`src/rtl/imem_fill_resp_if.sv`:
```
// Line-fill bus between the instruction cache, this responder and the narrow memory port.
// The DUT uses the slave view; the environment (cache + memory) drives the master view.
interface imem_fill_resp_if #(
    parameter int unsigned LINE_W  = 256,
    parameter int unsigned BEAT_W  = 64,
    parameter int unsigned BLK_LEN = 59
);
    logic [BLK_LEN-1:0] b_addr_i;
    logic               b_rd_i;
    logic [LINE_W-1:0]  b_data_i;
    logic               b_dv_i;
    logic [63:0]        m_addr;
    logic               m_rd;
    logic               m_rdy;
    logic [BEAT_W-1:0]  m_data;
    logic               m_dv;

    modport master (
        output b_addr_i, b_rd_i, m_rdy, m_data, m_dv,
        input  b_data_i, b_dv_i, m_addr, m_rd
    );

    modport slave (
        input  b_addr_i, b_rd_i, m_rdy, m_data, m_dv,
        output b_data_i, b_dv_i, m_addr, m_rd
    );
endinterface

```
`src/rtl/imem_fill_resp.sv`:
```
// I-cache line-fill responder: splits a line request into ascending beat reads on a
// pipelined memory port, assembles the returned beats and delivers the line with a one-cycle pulse.
module imem_fill_resp #(
    parameter int unsigned LINE_W    = 256,
    parameter int unsigned BEAT_W    = 64,
    parameter int unsigned BLK_LEN   = 59,
    parameter int unsigned MAX_OUTST = 4
) (
    input  logic            clk,
    input  logic            rst_n,
    imem_fill_resp_if.slave bus
);
    localparam int unsigned BEATS = LINE_W / BEAT_W;
    localparam int unsigned CNT_W = $clog2(BEATS + 1);
    localparam int unsigned LOFF  = 64 - BLK_LEN;
    localparam int unsigned BOFF  = $clog2(BEAT_W / 8);

    typedef enum logic [2:0] {IDLE, ISSUE, DRAIN, DONE, HOLD} state_e;

    state_e             state_q, state_d;
    logic [BLK_LEN-1:0] blk_q, blk_d;
    logic [CNT_W-1:0]   iss_q, iss_d;
    logic [CNT_W-1:0]   rcv_q, rcv_d;
    logic [CNT_W-1:0]   outst;
    logic               abort_q, abort_d;
    logic [LINE_W-1:0]  line_q, line_d;
    logic               b_dv_q;
    logic               m_rd;

    always_comb begin
        state_d = state_q;
        blk_d   = blk_q;
        iss_d   = iss_q;
        rcv_d   = rcv_q;
        abort_d = abort_q;
        line_d  = line_q;
        m_rd    = 1'b0;
        outst   = iss_q - rcv_q;

        // A beat with nothing outstanding is a protocol error and is dropped.
        if ((state_q == ISSUE || state_q == DRAIN) && bus.m_dv && outst != '0) begin
            for (int unsigned k = 0; k < BEATS; k++) begin
                if (rcv_q == CNT_W'(k)) line_d[k*BEAT_W +: BEAT_W] = bus.m_data;
            end
            rcv_d = rcv_q + CNT_W'(1);
        end

        case (state_q)
            IDLE: begin
                if (bus.b_rd_i) begin
                    blk_d   = bus.b_addr_i;
                    iss_d   = '0;
                    rcv_d   = '0;
                    abort_d = 1'b0;
                    state_d = ISSUE;
                end
            end
            ISSUE: begin
                if (!bus.b_rd_i) begin
                    abort_d = 1'b1;
                    state_d = DRAIN;
                end else begin
                    m_rd = (outst < CNT_W'(MAX_OUTST));
                    if (m_rd && bus.m_rdy) begin
                        iss_d = iss_q + CNT_W'(1);
                        if (iss_q == CNT_W'(BEATS - 1)) state_d = DRAIN;
                    end
                end
            end
            DRAIN: begin
                // Decide on next-cycle counts so the final beat moves straight on.
                if (abort_q) begin
                    if (iss_d == rcv_d) state_d = IDLE;
                end else if (rcv_d == CNT_W'(BEATS)) begin
                    state_d = DONE;
                end
            end
            DONE:    state_d = HOLD;
            HOLD:    if (!bus.b_rd_i) state_d = IDLE;
            default: state_d = IDLE;
        endcase
    end

    always_ff @(posedge clk) begin
        if (!rst_n) begin
            state_q <= IDLE;
            blk_q   <= '0;
            iss_q   <= '0;
            rcv_q   <= '0;
            abort_q <= 1'b0;
            line_q  <= '0;
            b_dv_q  <= 1'b0;
        end else begin
            state_q <= state_d;
            blk_q   <= blk_d;
            iss_q   <= iss_d;
            rcv_q   <= rcv_d;
            abort_q <= abort_d;
            line_q  <= line_d;
            b_dv_q  <= (state_d == DONE);
        end
    end

    assign bus.m_rd     = m_rd;
    assign bus.m_addr   = {blk_q, {LOFF{1'b0}}} | ((64'(iss_q) & 64'(BEATS - 1)) << BOFF);
    assign bus.b_dv_i   = b_dv_q;
    assign bus.b_data_i = line_q;
endmodule
```
`src/flat_wrapper.sv`:
```
// flat-port wrapper written by rule: the top's interface ports become plain ports
module imem_fill_resp_flat 
#(
    parameter int unsigned LINE_W    = 256,
    parameter int unsigned BEAT_W    = 64,
    parameter int unsigned BLK_LEN   = 59,
    parameter int unsigned MAX_OUTST = 4
)
  (clk, rst_n, bus_b_addr_i, bus_b_rd_i, bus_m_rdy, bus_m_data, bus_m_dv, bus_b_data_i, bus_b_dv_i, bus_m_addr, bus_m_rd);
  imem_fill_resp_if #(.LINE_W(LINE_W), .BEAT_W(BEAT_W), .BLK_LEN(BLK_LEN)) bus_i ();
  input  logic clk;
  input  logic rst_n;
  input wire logic [$bits(bus_i.b_addr_i)-1:0] bus_b_addr_i;
  input wire logic [$bits(bus_i.b_rd_i)-1:0] bus_b_rd_i;
  input wire logic [$bits(bus_i.m_rdy)-1:0] bus_m_rdy;
  input wire logic [$bits(bus_i.m_data)-1:0] bus_m_data;
  input wire logic [$bits(bus_i.m_dv)-1:0] bus_m_dv;
  output wire logic [$bits(bus_i.b_data_i)-1:0] bus_b_data_i;
  output wire logic [$bits(bus_i.b_dv_i)-1:0] bus_b_dv_i;
  output wire logic [$bits(bus_i.m_addr)-1:0] bus_m_addr;
  output wire logic [$bits(bus_i.m_rd)-1:0] bus_m_rd;
  assign bus_i.b_addr_i = bus_b_addr_i;
  assign bus_i.b_rd_i = bus_b_rd_i;
  assign bus_i.m_rdy = bus_m_rdy;
  assign bus_i.m_data = bus_m_data;
  assign bus_i.m_dv = bus_m_dv;
  assign bus_b_data_i = bus_i.b_data_i;
  assign bus_b_dv_i = bus_i.b_dv_i;
  assign bus_m_addr = bus_i.m_addr;
  assign bus_m_rd = bus_i.m_rd;
  imem_fill_resp #(.LINE_W(LINE_W), .BEAT_W(BEAT_W), .BLK_LEN(BLK_LEN), .MAX_OUTST(MAX_OUTST)) u_core (.clk(clk), .rst_n(rst_n), .bus(bus_i));
endmodule
```
`config.mk`:
```
export PLATFORM = sky130hd
export DESIGN_NAME = imem_fill_resp_flat
export DESIGN_NICKNAME = d
export VERILOG_FILES = /design/src/rtl/imem_fill_resp_if.sv /design/src/rtl/imem_fill_resp.sv /design/src/flat_wrapper.sv
export SDC_FILE = /design/constraint.sdc
export NUM_CORES = 1
export LEC_CHECK = 0
export BUFFER_PORTS_ARGS = -buffer_cell sky130_fd_sc_hd__buf_2
export CAP_MARGIN = 0
export CORE_MARGIN = 8
export CORE_UTILIZATION = 45
export DETAILED_ROUTE_END_ITERATION = 6
export GPL_TIMING_DRIVEN = 0
export PLACE_DENSITY_LB_ADDON = 0.12
export SYNTH_ARGS = -nofsm -noshare
export SYNTH_HDL_FRONTEND = slang
export SYNTH_SLANG_ARGS = --single-unit
```
`constraint.sdc`:
```
create_clock -name clk -period 2.1 [get_ports clk]
set_clock_uncertainty 0.2 [all_clocks]
set_input_delay 0.525 -clock clk [delete_from_list [all_inputs] [get_ports clk]]
set_output_delay 0.525 -clock clk [all_outputs]
set_load 0.005 [all_outputs]
```
Word-level counts from Yosys, hierarchy flattened:

Cells that the tools add are included.
W data, S select, Z words.

* bits of input ports: 128
* flip-flop bits (word level): 326
* word-level logic and storage cells: 66
* output and inout port bits: 322

* mux-type cells: 21
* $add $sub $neg: 3
* bitwise gates (word level): 1
* reduce and logical (&&, ||, !) cells: 15
* order comparisons: 1
* equality and inequality tests: 15

Operator list (count)
* $or A64 B5 Y64: 1
* $mux W3: 14
* $eq A3 B2 Y1 const B: 6
* $pmux W3 S5: 1
* $reduce_and A2 Y1: 5
* $ne A2 B2 Y1 const B: 4
* $add A3 B1 Y3 const B: 2
* $eq A3 B1 Y1 const B: 2
* $eq A3 B3 Y1 const B: 2
* $logic_not A3 Y1: 2
* $pmux W3 S2: 1
* $mux W1: 4
* $reduce_and A4 Y1: 1
* $eq A3 B3 Y1: 1
* $logic_and A1 B1 Y1: 3
* $lt A3 B3 Y1 const B: 1
* $reduce_and A3 Y1: 1
* $reduce_bool A3 Y1: 1
* $sub A3 B3 Y3: 1
* $pmux W1 S2: 1
* $reduce_bool A2 Y1: 1
* $logic_or A1 B1 Y1: 1

Logic depth before layout (Yosys ltp):

Gate-level depths: netlist of run 1.

* word-level depth: 10
* depth in mapped cells: 10
* depth with buffers taken out: 8

Least setup slack after synthesis of run 1:

Ideal clock, no wire load.

* path kind: flip-flop to flip-flop
* start point: register u_core.rcv_q[1]
* end point: register u_core.state_q[1]
* setup time: 0.119 ns
* data required time: 1.781 ns
* arrival: 1.874 ns
* buffers on the path: 0
* path slack: -0.092 ns
* clock period less this slack: 2.192 ns
* stages on the path, launching flop included: 8
* cell sequence: dfxtp_1 inv_1 ha_1 a21oi_1 xnor2_1 a41o_1 or3b_1 o221a_1

* longest elaborated chain between the ends: 8
* elaborated cells between the ends (all ways): 15
* those cells by class: add/sub (2); order compare (1); eq/ne (2); mux (7); reduce/logical (3)

Ends and longest elaborated chain
* start: declaration: RTL line imem_fill_resp.sv:23 `logic [CNT_W-1:0] rcv_q, rcv_d;`
* start signal: assignment: RTL line imem_fill_resp.sv:97 `rcv_q <= rcv_d;`
* $sub A3 B3 Y3: RTL line imem_fill_resp.sv:38 `outst = iss_q - rcv_q;`
* $reduce_bool A3 Y1: RTL line imem_fill_resp.sv:41 `if ((state_q == ISSUE || state_q == DRAIN) && bus.m_dv && outst != '0) begin`
* $logic_and A1 B1 Y1: RTL line imem_fill_resp.sv:41
* $mux W3: RTL line imem_fill_resp.sv:41
* $eq A3 B3 Y1, on equally long branches: RTL line imem_fill_resp.sv:74, imem_fill_resp.sv:73
* $mux W3, on equally long branches: RTL line imem_fill_resp.sv:74, imem_fill_resp.sv:73
* $mux W3: RTL line imem_fill_resp.sv:72 `if (abort_q) begin`
* $pmux W3 S5 *: RTL line imem_fill_resp.sv:48 `case (state_q)`
* end signal: assignment: RTL line imem_fill_resp.sv:94 `state_q <= state_d;`
* end: declaration: RTL line imem_fill_resp.sv:20 `state_e state_q, state_d;`

Mark *: on every way between the ends. The rest lies on a longest branch, timed or not.
A chain may end at the register's enable or synchronous reset.

Worst setup path in the final report of run 1:

* start point: register u_core.iss_q[0]
* end point: output bus_m_rd

* longest elaborated chain between the ends: 4

Ends and longest elaborated chain
* start: declaration: RTL line imem_fill_resp.sv:22 `logic [CNT_W-1:0] iss_q, iss_d;`
* start signal: assignment: RTL line imem_fill_resp.sv:96 `iss_q <= iss_d;`
* $sub A3 B3 Y3: RTL line imem_fill_resp.sv:38
* $lt A3 B3 Y1: RTL line imem_fill_resp.sv:63 `m_rd = (outst < CNT_W'(MAX_OUTST));`
* $mux W1: RTL line imem_fill_resp.sv:59 `if (!bus.b_rd_i) begin`
* $mux W1: RTL line imem_fill_resp.sv:48
* end: declaration: RTL line flat_wrapper.sv:21 `output wire logic [$bits(bus_i.m_rd)-1:0] bus_m_rd;`

No other way between the ends.

==> results_dict.tcl, run 1 <==
set metrics [dict create \
    use_met1_pct 31.97 \
    syn-cell-area_um2 12400 \
    power.density_nw_per_um2 652.1 \
    avgSynthCellArea_um2 8.480 \
    total_power_w 0.01343 \
    ys.warnings.count 0 \
    critPathMostFrequentCell "inv_2" \
    cts_sinks 326 \
    cp-end-kind "output port" \
    hold_violations 0 \
    place.gp.congestion 0.8383 \
    hold_path.class "in -> reg" \
    syn_inst 1462 \
    swShare_pct 22.74 \
    area_growth_pct 66.18 \
    clkPwrFrac_pct 47.0 \
    antenna_left 0 \
    ys_ff_latch 326 \
    final_max_slew_viol_count 0 \
    drt-initial-drc-count 724 \
    cts_buffers 37 \
    antenna_found_initial 4 \
    portBuffers 445 \
    p_int_w 0.01038 \
    dieArea_um2 33120 \
    die-width_um 182.0 \
    crit_fanout 2 \
    grt.busiest_layer "met2" \
    cap_violations 0 \
    p_leak_nw 8.810 \
    final_util_pct 76.24 \
    drive_gt1_share_pct 53.45 \
    synth_top_area_cell "dfxtp_1" \
    yosys.cell_types.count 40 \
    ys.flop_type "dfxtp_1" \
    clkSlewWorstSetupHoldPaths_ps 60 \
    finalWirelength_mm 54.06 \
    rows 60 \
    fillers 1881 \
    use_met2_pct 52.42 \
    synth_edf_count 0 \
    insertion_delay_ps 500 \
    grt_pass1_wl_mm 75.91 \
    dr.pass1.iters 5 \
    postSynth.asyncResetShare_pct 0 \
    yosysSeqAreaShare_pct 52.64 \
    cts_max_level 2 \
    hold_ws_ps 59.17 \
    clock_path_buffers 3 \
    synth_area_leaders "dfxtp_1 53%, nand2_1 19%, a21boi_1 12%" \
    critPathBufInv 3 \
    crit_required_ps 1370 \
    slowest_delay_ps 350 \
    startpoint_type "register" \
    setup_viol 257 \
    violations "setup timing" \
    critical_path_class "reg -> out" \
    ctsHoldBuffers 0 \
    start_util_pct 45.88 \
    pwr-share-comb_pct 6.1 \
    path_cells "inv_2 > ha_4 > inv_2 > a21oi_4 > xnor2_2 > and3_1 > buf_2" \
    remaining_drc_errors 0 \
    cts-root-buf "clkbuf_16" \
    core_um2 27030 \
    dr_total_vias 12790 \
    viasPerCell 5.258 \
    routedWlPerCell_um 22.22 \
    die_h_um 182.0 \
    pin_count 450 \
    layout_commonest_cell "buf_2" \
    grtUsageTotal_pct 29.48 \
    crit_arrival_ps 1740 \
    yosys.area.top_type_share_pct 52.64 \
    power_frac_seq_pct 46.9 \
    timing.final.crit_share_pct 117.4 \
    final.setup.tns_ps -36730 \
    mostFrequentLayoutCells "445 x buf_2, 336 x nand2_1, 320 x dfxtp_1, 192 x nand2_2, 157 x a21boi_1" \
    grt_pass1_vias 12690 \
    grt_max_degree 14 \
    cts_tree "yes" \
    fin_ws_ps -364.6 \
    rsz0062_at_grt "yes" \
    worst_slew_pin_slew_ps 872.4 \
    hpwl_mm 33.83 \
    max_slew_margin_pct 41.84 \
    grt-ovfl-total 0 \
    fmax_ghz 0.4057 \
    fin_nets 2199 \
    crit_family "flip-flops" \
    period_needed_ps 2465 \
    status "complete, but fails checks" \
    cp_slowest_cell "dfxtp_4" \
    p_sw_w 0.003055 \
    vdd.ir_drop.worst_v 0.0005411 \
    grt_util_met3_pct 8.543 \
]
## path summary, 6_finish.rpt
kind                               start                       end  slack, ps  depth (start not counted)
hold / removal           bus_b_addr_i[8]           u_core.blk_q[8]         60                          3
setup / recovery         u_core.iss_q[0]                  bus_m_rd       -360                          7
setup reg to reg         u_core.iss_q[0]  u_core.bus.b_data_i[167]       -220                         12
hold reg to reg   u_core.bus.b_data_i[8]    u_core.bus.b_data_i[8]        250                          2
## layer usage
layer | share of wire, % | vias up
met5 | 0 | -
met4 | 4.9 | 0
met3 | 7.8 | 143
met2 | 50 | 537
met1 | 37 | 6161
li1 | - | 5951
## logic make-up after synthesis
family	after synthesis	share of synthesized area, %
fa+ha+maj	9	0.9083
xor+xnor	8	0.5651
flops	326	52.64
buf+inv	114	4.491
simple gates	671	21.04
other cells	1	0.03025
mux	2	0.1615
compound gates	331	20.16
## power groups by stage
stage | Combinational, W | Sequential [W] | Clock, W
2_1_floorplan | 0.000305 | 0.00645 | 0
3_3_place_gp | 0.000716 | 0.00644 | 0
6_report | 0.000817 | 0.00631 | 0.00631
4_1_cts | 0.000762 | 0.00630 | 0.00637
5_1_grt | 0.000885 | 0.00631 | 0.00661
3_5_place_dp | 0.000719 | 0.00644 | 0
## registers in the layout, summed over array words and instances, names as in the netlist
| name | cells |
|---|---|
| u_core.bus.b_data_i | 256 |
| u_core.bus.b_dv_i | 1 |
| u_core.blk_q | 59 |
| u_core.iss_q | 3 |
| u_core.state_q | 3 |
| u_core.abort_q | 1 |
| u_core.rcv_q | 3 |
## cell type report
cell class	instances	area, um^2	area share [%]
repair buffers	559	4123	20.01
flip-flops and latches	326	6544	31.76
diodes	4	10.01	0.04858
clock inverters	13	117.6	0.5708
clock buffers	52	1062	5.156
plain buffers	103	1021	4.955
multi-input cells	1029	7272	35.29
well taps	341	426.7	2.071
inverters	6	27.53	0.1336
## metrics by stage
stage | worst slack (ps) | area (um^2) | std cells
after floorplan | -29.96 | 12420 | 1464
after global placement | -784.7 | 15070 | 2250
after detailed placement | -806.1 | 15070 | 2250
after CTS | -380.9 | 18990 | 2420
after global routing | -424.1 | 20600 | 2433
final | -364.6 | 20600 | 2433
## tightest hold or removal path, delay by kind of cell
kind	cells	cell delay (ps)
compound gates	1	60
buf+inv	1	90
simple gates	1	40
## cell usage after synthesis (5+ instances only)
cell type / n
a21boi_0: 125
a21boi_1: 192
and3_1: 8
buf_2: 16
buf_4: 29
clkbuf_1: 63
dfxtp_1: 326
ha_1: 9
inv_1: 5
nand2_1: 633
nor2_1: 9
## timing repair
| item | in CTS | in global routing |
|---|---|---|
| gates cloned | 44 | 16 |
| pin swaps | 122 | 320 |
| buffers inserted | 62 | 27 |
| gates resized for setup | 364 | 534 |
| endpoints found under the setup margin | 326 | 277 |
Note: power is estimated with default switching activity, not from simulation.
==> run 2: changes to the inputs <==
CORE_UTILIZATION = 47   (was 45)
clock period = 2.5 ns   (was 2.1 ns; I/O delays follow)
==> results_dict.tcl, run 2 (synthesized netlist as in run 1, its figures left out) <==
set metrics [dict create \
    status "complete, but fails checks" \
    violations "setup timing" \
    fillers 2359 \
    p_leak_nw 7.230 \
    whs_path_depth 3 \
    grt-ovfl-total 0 \
    largest_register_ffs 256 \
    dieArea_um2 31830 \
    dr.pass1.iters 5 \
    postPlaceCellArea_um2 15050 \
    critical_path_class "reg -> out" \
    routedWlPerCell_um 18.96 \
    reg2reg_from "u_core.iss_q[0]" \
    drive_gt1_share_pct 29.86 \
    fin_nets 2091 \
    portBuffers 445 \
    hpwl_mm 33.87 \
    cap_violations 0 \
    timing.final.crit_share_pct 101.6 \
    mostFrequentLayoutCells "633 x nand2_1, 449 x buf_2, 321 x dfxtp_1, 192 x a21boi_1, 125 x a21boi_0" \
    r2r_cells 10 \
    grtUsageTotal_pct 26.42 \
    r2r-end "u_core.bus.b_data_i[165]" \
    fin_area_um2 16480 \
    r2r_setup_slack_ps 120 \
    cp-end-kind "output port" \
    final_util_pct 63.43 \
    hold_path.class "in -> reg" \
    multi_input_area_um2 5431 \
    cts_max_level 2 \
    rows 59 \
    cp_slowest_cell "dfxtp_4" \
    cts-root-buf "clkbuf_16" \
    place.gp.congestion 0.8809 \
    clkSlewWorstSetupHoldPaths_ps 60 \
    drt-initial-drc-count 660 \
    grt_pass1_vias 11620 \
    dr_total_vias 11690 \
    hold_violations 0 \
    finalWirelength_mm 43.98 \
    core_um2 25980 \
    crit_fanout 2 \
    cts_sinks 326 \
    layout_commonest_cell "nand2_1" \
    grt_max_degree 14 \
    insertion_delay_ps 500 \
    die-width_um 178.4 \
    power.density_nw_per_um2 663.9 \
    seq_area_um2 6543 \
    worstHoldStart "bus_b_addr_i[12]" \
    grt_pass1_wl_mm 65.49 \
    cts_tree "yes" \
    clock_path_buffers 3 \
    period_needed_ps 2539 \
    rsz0062_at_grt "yes" \
    setup_viol 1 \
    max_slew_margin_pct 43.91 \
    crit_required_ps 1670 \
    start_util_pct 47.71 \
    path_cells "inv_4 > ha_4 > a21oi_4 > xnor2_2 > and3_4 > buf_6" \
    dp_cells 2244 \
    fin_ws_ps -39.39 \
    final_max_slew_viol_count 0 \
    area_growth_pct 32.94 \
    slowest_delay_ps 360 \
    crit_arrival_ps 1710 \
    vdd.ir_drop.worst_v 0.0005222 \
    hold_path_end "u_core.blk_q[12]" \
    hold_ws_ps 163.4 \
    die_h_um 178.4 \
    viasPerCell 5.040 \
    fin_cells 2319 \
    remaining_drc_errors 0 \
    worst_slew_pin_slew_ps 834.9 \
    fmax_ghz 0.3938 \
    cts_buffers 35 \
    antenna_left 0 \
    antenna_found_initial 6 \
    total_power_w 0.01094 \
    startpoint_type "register" \
    pin_count 450 \
]
## run 2: cell types whose count changed in the layout (fill, tap and decap cells not counted), sizes merged
| cell | change |
|---|---|
| clkinvlp | -1 |
| clkbuf | +5 |
| bufinv | -2 |
| clkinv | -3 |
| buf | -103 |
| nand2 | -2 |
| nand3 | -3 |
| diode | +1 |
## run 2: power by group
| group | leakage [nW] | switching [W] | internal, W | total (W) |
|---|---|---|---|---|
| Clock | 0.565 | 0.00204 | 0.00300 | 0.00504 |
| Sequential | 2.64 | 0.0000383 | 0.00526 | 0.00530 |
| Combinational | 4.03 | 0.000346 | 0.000259 | 0.000605 |
| Total | 7.23 | 0.00242 | 0.00852 | 0.0109 |
## run 2: final cells by class
cell class | instances | area share, %
Antenna cell | 5 | 0.07591
Buffer | 107 | 3.727
Clock buffer | 55 | 6.635
Clock inverter | 7 | 0.2126
Inverter | 6 | 0.1518
Multi-Input combinational cell | 1024 | 32.95
Sequential cell | 326 | 39.69
Tap cell | 335 | 2.543
Timing Repair Buffer | 454 | 14.01
## run 2: per-layer routing
metal,global-route usage [%],wire length [um],up-vias
li1,-,-,5689
met1,29.49,16920,5463
met2,46.20,21320,436
met3,7.578,3937,97
met4,11.44,1793,2
met5,0,8,-
## run 2: how the worst max path moves through the flow
stage,from,cells after the start,slack (ps),to
6_report,u_core.rcv_q[1],6,-40,bus_m_rd
5_1_grt,u_core.rcv_q[1],6,-120,bus_m_rd
4_1_cts,u_core.rcv_q[1],6,-80,bus_m_rd
3_5_place_dp,u_core.rcv_q[1],9,-480,u_core.bus.b_data_i[42]
3_3_place_gp,u_core.rcv_q[1],9,-410,u_core.bus.b_data_i[42]
2_1_floorplan,u_core.rcv_q[1],7,310,u_core.state_q[1]
## run 2: worst max-delay path, delay by kind of cell, from the launching register on
family,cells,cell delay [ps]
xor+xnor,1,140
flops,1,360
buf+inv,2,130
simple gates,1,210
fa+ha+maj,1,230
compound gates,1,140
## run 2: repair_timing
action	in CTS	in global routing
setup buffers	5	3
hold buffers	0	0
pin swaps	3	4
resized for setup	29	57
cloned	0	1
endpoints found under the setup margin	249	240
## run 2: metrics by stage
step	setup slack [ps]	TNS (ps)
detailed placement	-479.7	-58420
finish	-39.39	-39.39
global placement	-414.9	-48640
CTS	-83.61	-83.61
floorplan	307.8	0
global route	-117.1	-177.2
==> run 3: changes to the inputs <==
RECOVER_POWER = 25   (was unset)
==> results_dict.tcl, run 3 (synthesized netlist as in run 1, its figures left out) <==
set metrics [dict create \
    largest_register_ffs 256 \
    timing.final.crit_share_pct 101.6 \
    hold_path.class "in -> reg" \
    final_max_slew_viol_count 0 \
    violations "setup timing" \
    rows 59 \
    crit_arrival_ps 1710 \
    fin_nets 2091 \
    insertion_delay_ps 510 \
    cts_sinks 326 \
    cts_max_level 2 \
    critical_path_class "reg -> out" \
    finalWirelength_mm 44.03 \
    routedWlPerCell_um 18.99 \
    status "complete, but fails checks" \
    dr_total_vias 11670 \
    remaining_drc_errors 0 \
    crit_fanout 2 \
    worst_slew_pin_slew_ps 840.0 \
    dieArea_um2 31830 \
    power.density_nw_per_um2 670.0 \
    grt_pass1_vias 11620 \
    antenna_found_initial 6 \
    hold_violations 0 \
    vdd.ir_drop.worst_v 0.0005219 \
    grtUsageTotal_pct 26.42 \
    rsz0062_at_grt "yes" \
    setup_viol 1 \
    hold_ws_ps 163.1 \
    pin_count 450 \
    cp-end-kind "output port" \
    fmax_ghz 0.3937 \
    grt_pass1_wl_mm 65.49 \
    period_needed_ps 2540 \
    drt-initial-drc-count 656 \
    portBuffers 445 \
    crit_required_ps 1670 \
    cts_buffers 35 \
    area_growth_pct 31.79 \
    antenna_left 0 \
    die-width_um 178.4 \
    clock_path_buffers 3 \
    max_slew_margin_pct 43.57 \
    dr.pass1.iters 5 \
    drive_gt1_share_pct 24.10 \
    place.gp.congestion 0.8809 \
    die_h_um 178.4 \
    cts-root-buf "clkbuf_16" \
    p_leak_nw 6.735 \
    fin_ws_ps -39.94 \
    final.setup.tns_ps -39.94 \
    core_um2 25980 \
    ctsHoldBuffers 0 \
    cts_tree "yes" \
    hpwl_mm 33.87 \
    start_util_pct 47.71 \
    cap_violations 0 \
    grt_max_degree 14 \
    clkSlewWorstSetupHoldPaths_ps 60 \
    grt-ovfl-total 0 \
    layout_commonest_cell "nand2_1" \
    mostFrequentLayoutCells "633 x nand2_1, 335 x buf_2, 321 x dfxtp_1, 192 x a21boi_1, 167 x clkbuf_1" \
    startpoint_type "register" \
    viasPerCell 5.033 \
]
[run 3: cell count changes in the layout (fill, tap and decap cells not counted), sizes merged]
cell	before	now
buf	494	383
clkbuf	122	233
[run 3: worst paths after layout]
| path | start | endpoint | slack, ps | cells past startpoint |
|---|---|---|---|---|
| hold / removal | bus_b_addr_i[12] | u_core.blk_q[12] | 160 | 3 |
| setup reg to reg | u_core.iss_q[0] | u_core.bus.b_data_i[137] | 120 | 10 |
| setup / recovery | u_core.rcv_q[1] | bus_m_rd | -40 | 6 |
| hold reg to reg | u_core.bus.b_data_i[146] | u_core.bus.b_data_i[146] | 250 | 2 |
[run 3: area by class of cell]
class / count / area (um^2)
antenna: 5 / 12.51
buffer: 107 / 614.3
clock buffer: 55 / 1094
clock inverter: 7 / 35.03
fill: 2423 / 9646
inverter: 6 / 25.02
multi-input combinational: 1024 / 5431
sequential: 326 / 6543
tap: 335 / 419.2
timing repair buffer: 454 / 2166
[run 3: routing by layer]
metal	vias to the layer above	track usage (%)	wire length (um)
met5	-	0	8
met4	2	11.44	1795
met3	97	7.578	3953
met2	449	46.20	21360
met1	5430	29.49	16920
li1	5693	-	-
[run 3: what timing repair did]
item,in CTS,in global routing
resized for setup,29,57
pin swaps,3,4
setup buffers,5,3
cloned,0,1
endpoints found under the setup margin,249,240
[run 3: report_power, final]
part / switching [W] / internal (W)
combinational: 0.000346 / 0.000253
sequential: 0.0000388 / 0.00526
clock: 0.00205 / 0.00300
total: 0.00243 / 0.00851
[run 3: critical path: stages (launching register included)]
cell and delay (ps):
dfxtp_4 360, inv_4 40, ha_4 230, a21oi_4 140, xnor2_2 140, and3_4 210, buf_6 90
[run 3: stage by stage]
stage	instances	worst slack, ps	utilization [%]	total power [W]	area (um^2)
2_1_floorplan	1464	307.8	-	0.005674	12410
6_report	2319	-39.94	62.88	0.01095	16340
3_3_place_gp	2244	-414.9	57.93	0.006011	15050
3_5_place_dp	2244	-479.7	57.93	0.006016	15050
4_1_cts	2311	-83.61	62.83	0.01103	16330
5_1_grt	2319	-117.1	62.88	0.01130	16340
